## config.mk

```make
export PLATFORM = sky130hd
export DESIGN_NAME = trace_recorder_flat
export DESIGN_NICKNAME = d
export VERILOG_FILES = /design/src/rtl/trace_recorder_if.sv /design/src/rtl/trace_recorder.sv /design/src/flat_wrapper.sv
export SDC_FILE = /design/constraint.sdc
export NUM_CORES = 1
export LEC_CHECK = 0
export BUFFER_PORTS_ARGS = -buffer_cell sky130_fd_sc_hd__buf_2
export CAP_MARGIN = 20
export CORE_AREA = 2 2 192 382
export DETAILED_ROUTE_END_ITERATION = 10
export DIE_AREA = 0 0 194 384
export GPL_ROUTABILITY_DRIVEN = 0
export PLACE_DENSITY = 0.79
export SLEW_MARGIN = 20
export SYNTH_ARGS = -nofsm -noshare
export SYNTH_HDL_FRONTEND = slang
export SYNTH_SLANG_ARGS = --single-unit
```

## constraint.sdc

```tcl
create_clock -name clk -period 15.1 [get_ports clk]
set_input_delay 0 -clock clk [delete_from_list [all_inputs] [get_ports clk]]
set_output_delay 0 -clock clk [all_outputs]
set_load 0.02 [all_outputs]
```

## src/rtl/trace_recorder_if.sv

```systemverilog
// Stream port of the trace recorder: one RegBits-wide word per valid/ready handshake.
//   out_valid  word available (master -> slave)
//   out_ready  consumer accepts word (slave -> master)
//   out_data   stream word
//   out_last   last word of a record
interface trace_recorder_if #(
   parameter int unsigned RegBits = 32
);
   logic               out_valid;
   logic               out_ready;
   logic [RegBits-1:0] out_data;
   logic               out_last;

   modport master (output out_valid, output out_data, output out_last, input out_ready);
   modport slave  (input out_valid, input out_data, input out_last, output out_ready);
endinterface

```

## src/rtl/trace_recorder.sv

```systemverilog
// Retirement trace recorder: captures one record per enabled clock from the core's
// datapath, buffers records in a Depth-entry FIFO and streams each record as four words.
//   clk, rst          clock, asynchronous active-low reset
//   capture_en        record this cycle's retirement
//   pc/instr/write_back/onzc/reg_write/memory_write   retirement fields
//   out_if            stream port (out_valid/out_ready/out_data/out_last)
//   fifo_count        records held
//   drop_count        records lost to overflow, saturating
module trace_recorder #(
   parameter int unsigned RegBits = 32,
   parameter int unsigned Depth   = 8
) (
   input  logic                     clk,
   input  logic                     rst,
   input  logic                     capture_en,
   input  logic [RegBits-1:0]       pc,
   input  logic [RegBits-1:0]       instr,
   input  logic [RegBits-1:0]       write_back,
   input  logic [3:0]               onzc,
   input  logic                     reg_write,
   input  logic                     memory_write,
   trace_recorder_if.master         out_if,
   output logic [$clog2(Depth):0]   fifo_count,
   output logic [15:0]              drop_count
);

   localparam int unsigned PtrW = $clog2(Depth);
   localparam int unsigned CntW = PtrW + 1;
   localparam int unsigned SeqW = RegBits - 8;

   typedef enum logic [1:0] {W0, W1, W2, W3} word_idx_t;
   typedef logic [3:0][RegBits-1:0] rec_t;

   word_idx_t           word_idx, word_idx_nxt;
   rec_t                mem [Depth];
   logic [PtrW-1:0]     rd_ptr, wr_ptr, rd_ptr_nxt;
   logic [SeqW-1:0]     seq;
   logic                drop_pending;
   logic                out_valid_q, out_last_q;
   logic [RegBits-1:0]  out_data_q, data_nxt;
   logic [CntW-1:0]     cnt_nxt;
   logic                full, hs, pop, push, drop;
   rec_t                new_rec, head_nxt;

   assign out_if.out_valid = out_valid_q;
   assign out_if.out_last  = out_last_q;
   assign out_if.out_data  = out_data_q;

   // Serializer state register
   always_ff @(posedge clk or negedge rst) begin
      if (!rst) word_idx <= W0;
      else      word_idx <= word_idx_nxt;
   end

   // Next word index, push/pop/drop decisions and next head word
   always_comb begin
      word_idx_nxt = word_idx;
      pop          = 1'b0;
      full         = (fifo_count == CntW'(Depth));
      hs           = out_valid_q & out_if.out_ready;
      if (hs) begin
         case (word_idx)
            W0: word_idx_nxt = W1;
            W1: word_idx_nxt = W2;
            W2: word_idx_nxt = W3;
            W3: begin
               word_idx_nxt = W0;
               pop          = 1'b1;
            end
            default: word_idx_nxt = W0;
         endcase
      end
      // a same-edge pop frees the slot the incoming record needs
      push = capture_en & (~full | pop);
      drop = capture_en & full & ~pop;

      new_rec    = '0;
      new_rec[0] = pc;
      new_rec[1] = instr;
      new_rec[2] = write_back;
      new_rec[3] = {seq, onzc, reg_write, memory_write, drop_pending, 1'b1};

      cnt_nxt    = fifo_count + CntW'(push) - CntW'(pop);
      rd_ptr_nxt = pop ? rd_ptr + PtrW'(1) : rd_ptr;
      // the new head is the incoming record when it lands where the read pointer will be
      head_nxt   = (push && (rd_ptr_nxt == wr_ptr)) ? new_rec : mem[rd_ptr_nxt];
      data_nxt   = (cnt_nxt != '0) ? head_nxt[word_idx_nxt] : '0;
   end

   // Record storage (no reset; validity tracked by fifo_count)
   always_ff @(posedge clk) begin
      if (push) mem[wr_ptr] <= new_rec;
   end

   // Pointers, counters, drop tracking and registered stream outputs
   always_ff @(posedge clk or negedge rst) begin
      if (!rst) begin
         rd_ptr       <= '0;
         wr_ptr       <= '0;
         fifo_count   <= '0;
         drop_count   <= '0;
         seq          <= '0;
         drop_pending <= 1'b0;
         out_valid_q  <= 1'b0;
         out_last_q   <= 1'b0;
         out_data_q   <= '0;
      end else begin
         rd_ptr     <= rd_ptr_nxt;
         fifo_count <= cnt_nxt;
         if (push) begin
            wr_ptr       <= wr_ptr + PtrW'(1);
            drop_pending <= 1'b0;
         end
         if (drop) begin
            drop_pending <= 1'b1;
            if (drop_count != 16'hFFFF) drop_count <= drop_count + 16'd1;
         end
         if (capture_en) seq <= seq + SeqW'(1);
         out_valid_q <= (cnt_nxt != '0);
         out_last_q  <= (cnt_nxt != '0) && (word_idx_nxt == W3);
         out_data_q  <= data_nxt;
      end
   end

endmodule

```

## src/flat_wrapper.sv

```systemverilog
// flat-port wrapper written by rule: the top's interface ports become plain ports
module trace_recorder_flat 
#(
   parameter int unsigned RegBits = 32,
   parameter int unsigned Depth   = 8
)
  (clk, rst, capture_en, pc, instr, write_back, onzc, reg_write, memory_write, fifo_count, drop_count, out_if_out_valid, out_if_out_data, out_if_out_last, out_if_out_ready);
  trace_recorder_if #(.RegBits(RegBits)) out_if_i ();
  input  logic clk;
  input  logic rst;
  input  logic capture_en;
  input  logic [RegBits-1:0] pc;
  input  logic [RegBits-1:0] instr;
  input  logic [RegBits-1:0] write_back;
  input  logic [3:0] onzc;
  input  logic reg_write;
  input  logic memory_write;
  output logic [$clog2(Depth):0] fifo_count;
  output logic [15:0] drop_count;
  output wire logic [$bits(out_if_i.out_valid)-1:0] out_if_out_valid;
  output wire logic [$bits(out_if_i.out_data)-1:0] out_if_out_data;
  output wire logic [$bits(out_if_i.out_last)-1:0] out_if_out_last;
  input wire logic [$bits(out_if_i.out_ready)-1:0] out_if_out_ready;
  assign out_if_out_valid = out_if_i.out_valid;
  assign out_if_out_data = out_if_i.out_data;
  assign out_if_out_last = out_if_i.out_last;
  assign out_if_i.out_ready = out_if_out_ready;
  trace_recorder #(.RegBits(RegBits), .Depth(Depth)) u_core (.clk(clk), .rst(rst), .capture_en(capture_en), .pc(pc), .instr(instr), .write_back(write_back), .onzc(onzc), .reg_write(reg_write), .memory_write(memory_write), .out_if(out_if_i), .fifo_count(fifo_count), .drop_count(drop_count));
endmodule
```

==> results.cfg <==
[clocking]
clkSlewWorstSetupHoldPaths_ns = 0.07
root_buffer = clkbuf_16
cts_tree = done
clock_path_buffers = 3
cts_buffers = 91
htreeDepth = 3
clock_sinks = 1103
clkLatencyLatePin_ns = 0.68
post_cts_resized = 0

[yosys]
synth_area_um2 = 44100
yosys_warnings = 0
ys_ff_latch = 1103
synth_cell_types = 64
postSynthAreaPerCell_um2 = 15.1
yosys_most_used_dff = edfxtp_1
async_flop_share = 0.0789
netlist_instances = 2925
syn-num-nets = 3044
synth_area_leaders = edfxtp_1, nand2_1, dfrtp_1, mux2i_1, mux4_2
yosysSeqAreaShare = 0.742
yosysTopAreaCell = edfxtp_1
synth_edf_count = 1016
synth_top_area_share = 0.693

[sta]
setup_tns_ns = 0
slew_violations = 0
fmax_ghz = 0.192
fin_skew_ns = 0.0227
maxSlewHeadroom = 0.232
min_period_over_period = 0.345
rsz0062_at_grt = no
hold_violations = 0
finalSetupViolCount = 0
post-route-min-period_ns = 5.21
tightest_slew_ns = 1.15

[setup_path]
endpoint = u_core.out_if.out_data[17]
critPathLaunch = u_core.rd_ptr[0]
cp-end-kind = flip-flop
reg2reg_to = u_core.out_if.out_data[17]
path_max_fanout = 110
rr_worst_depth = 12
r2r_start = u_core.rd_ptr[0]
rrSetupSlack_ns = 9.89
crit_type = flip-flop to flip-flop
cp_data_required_time_ns = 15.70
arrival_ns = 5.81
start_kind = flip-flop

[power_and_ir_drop]
power.density_nw_per_um2 = 216
switchingPower_w = 0.00419
p_int_w = 0.00657
total_power_w = 0.0108
ir_drop_mv = 0.209
power_frac_comb = 0.398
switching_share = 0.390
pwr-share-clk = 0.222
p_leak_nw = 17.4
pwr-share-seq = 0.380

[cells_and_area]
post-route-util = 0.695
fin_nets = 3282
area_growth_pct = 13.0
filler_cell_count = 4451
drive_above_1_share = 0.141

[global_routing]
grt_pass1_vias = 28400
grtUsageTotal = 0.317
overflow = 0
grt_pass1_wl_um = 175000
grt_start_max_net_pins = 128
antenna_found_initial = 8

[drt]
first_iter_violations = 3817
ant_nets = 0
wirelength_um = 118000
via_per_inst = 6.75
drc = 0
wire_per_inst_um = 28.4
drtPass1Iterations = 6
vias = 28100

[die]
num_rows = 139
fp.coreArea_um2 = 71700
die_w_um = 194
fp.dieH_um = 384
dieArea_um2 = 74500
io_pins = 160
start_util = 0.615

[status]
status = finished clean

[hold_path]
hold_path.class = input pin to flip-flop
min-delay-start = out_if_out_ready

[placed_design]
portBuffers = 159
dp.final_hpwl_um = 65700

[flow_run]
cap_violations = 0
==> power by group through the flow <==
stage	Combinational, W	Sequential, W	Clock [W]
global route	0.00449	0.00411	0.00251
finish	0.00428	0.00409	0.00239
global placement	0.00403	0.00411	0
detailed placement	0.00415	0.00414	0
floorplan	0.00274	0.00424	0
CTS	0.00421	0.00408	0.00241
==> synthesized netlist by cell type (6+ instances only) <==
library cell / count
a221oi_1: 16
xor2_1: 14
nor4_1: 18
buf_4: 15
edfxtp_1: 1016
a32oi_1: 30
buf_1: 6
o21ai_0: 36
clkbuf_1: 54
xnor2_1: 31
buf_2: 86
nand2_1: 628
mux2i_1: 168
nand3_1: 245
buf_6: 8
inv_1: 14
mux4_2: 64
nor3_1: 16
and3_1: 10
dfrtp_1: 87
a32o_1: 24
o311a_1: 19
a211oi_1: 6
o22ai_1: 37
nor2_1: 36
nand4_1: 27
a31oi_1: 25
a21oi_1: 114
ha_1: 12
==> logic make-up after synthesis <==
group	Yosys count	synth area share
adder cells (fa/ha/maj)	13	0.00386
flip-flops	1103	0.742
AO/OA/AOI/OAI	340	0.0534
XOR/XNOR	47	0.00994
multiplexers	235	0.0719
buffers and inverters	190	0.0220
AND/OR/NAND/NOR	997	0.0969
==> cell type report <==
cell class                 instances  area (µm²)  area share
sequential                      1103       32700       0.657
multi-input combinational       1632       10500       0.211
clock buffer                     125        2560      0.0514
timing repair buffer             316        2340      0.0470
tap                              916        1150      0.0230
clock inverter                    47         449     0.00902
inverter                          19        87.6     0.00176
antenna                            6        15.0    0.000302
==> worst max-delay path: stages (launching register included) <==
cell      delay (ns)
dfrtp_1         0.49
ha_1            0.23
nand4_1         0.23
xor2_4          0.22
buf_4           0.40
inv_8           0.69
buf_4           0.71
buf_4           0.84
mux2i_1         0.20
a32oi_1         0.20
o21ai_0         0.12
a221oi_1        0.47
o311a_1         0.26
==> placed cells by master, fill, tap and decap left out, drive strengths merged, types with 3 or more instances in the layout <==
master / netlist / layout
a21oi: 114 / 114
a2111oi: 7 / 7
ha: 12 / 12
nand4: 27 / 27
nand2b: 4 / 4
xor2: 14 / 14
a221oi: 18 / 18
o22ai: 37 / 37
clkinvlp: 0 / 6
bufinv: 0 / 7
a211oi: 7 / 7
clkbuf: 54 / 125
edfxtp: 1016 / 1016
a22o: 3 / 3
nor3: 16 / 16
o41ai: 3 / 3
nand2: 628 / 628
a32o: 24 / 24
nor2: 40 / 40
o21a: 3 / 3
inv: 18 / 21
o221ai: 4 / 4
buf: 117 / 211
nor4: 19 / 19
a31oi: 25 / 25
a32oi: 30 / 30
dlygate4sd3: 0 / 105
o311a: 19 / 19
xnor2: 33 / 33
clkinv: 1 / 32
nand3: 246 / 246
diode: 0 / 6
mux4: 64 / 64
o21ai: 38 / 38
mux2i: 169 / 169
and3: 10 / 10
dfrtp: 87 / 87
==> how the worst min path moves through the flow <==
stage	depth (start not counted)	slack (ns)	end
floorplan	0	-0.30	u_core.drop_count[0]
global placement	1	0.01	u_core.out_if.out_data[5]
detailed placement	1	0.007	u_core.out_if.out_data[5]
CTS	4	0.05	u_core.drop_pending
global route	4	0.08	u_core.drop_pending
finish	4	0.07	u_core.drop_pending
==> routing by layer <==
layer	global-route usage	wire, µm
met4	0.169	6010
met1	0.395	40800
met3	0.0609	12600
met2	0.530	59000
met5	0	21
==> stage by stage <==
step,std cells,hold slack [ns],instance area [µm²],setup slack (ns)
after CTS,4157,0.0470,49700,9.92
after floorplan,2925,-0.296,44100,1.14
after global placement,3879,0.0119,45700,10.13
after detailed placement,3879,0.00722,45700,9.95
final,4164,0.0669,49800,9.89
after global routing,4162,0.0815,49800,9.61
==> registers in the layout (all words and copies together), names as in the netlist, 2 cells and up <==
signal / cells
u_core.out_if.out_data: 32
u_core.fifo_count: 4
u_core.seq: 24
u_core.word_idx: 2
u_core.mem: 1016
u_core.drop_count: 16
u_core.rd_ptr: 3
u_core.wr_ptr: 3
==> what timing repair did <==
item,4_1_cts,5_1_grt
setup buffers,0,0
hold endpoints to repair,877,0
setup endpoints to repair,0,0
hold buffers,106,0
Note: power is estimated with default switching activity, not from simulation.
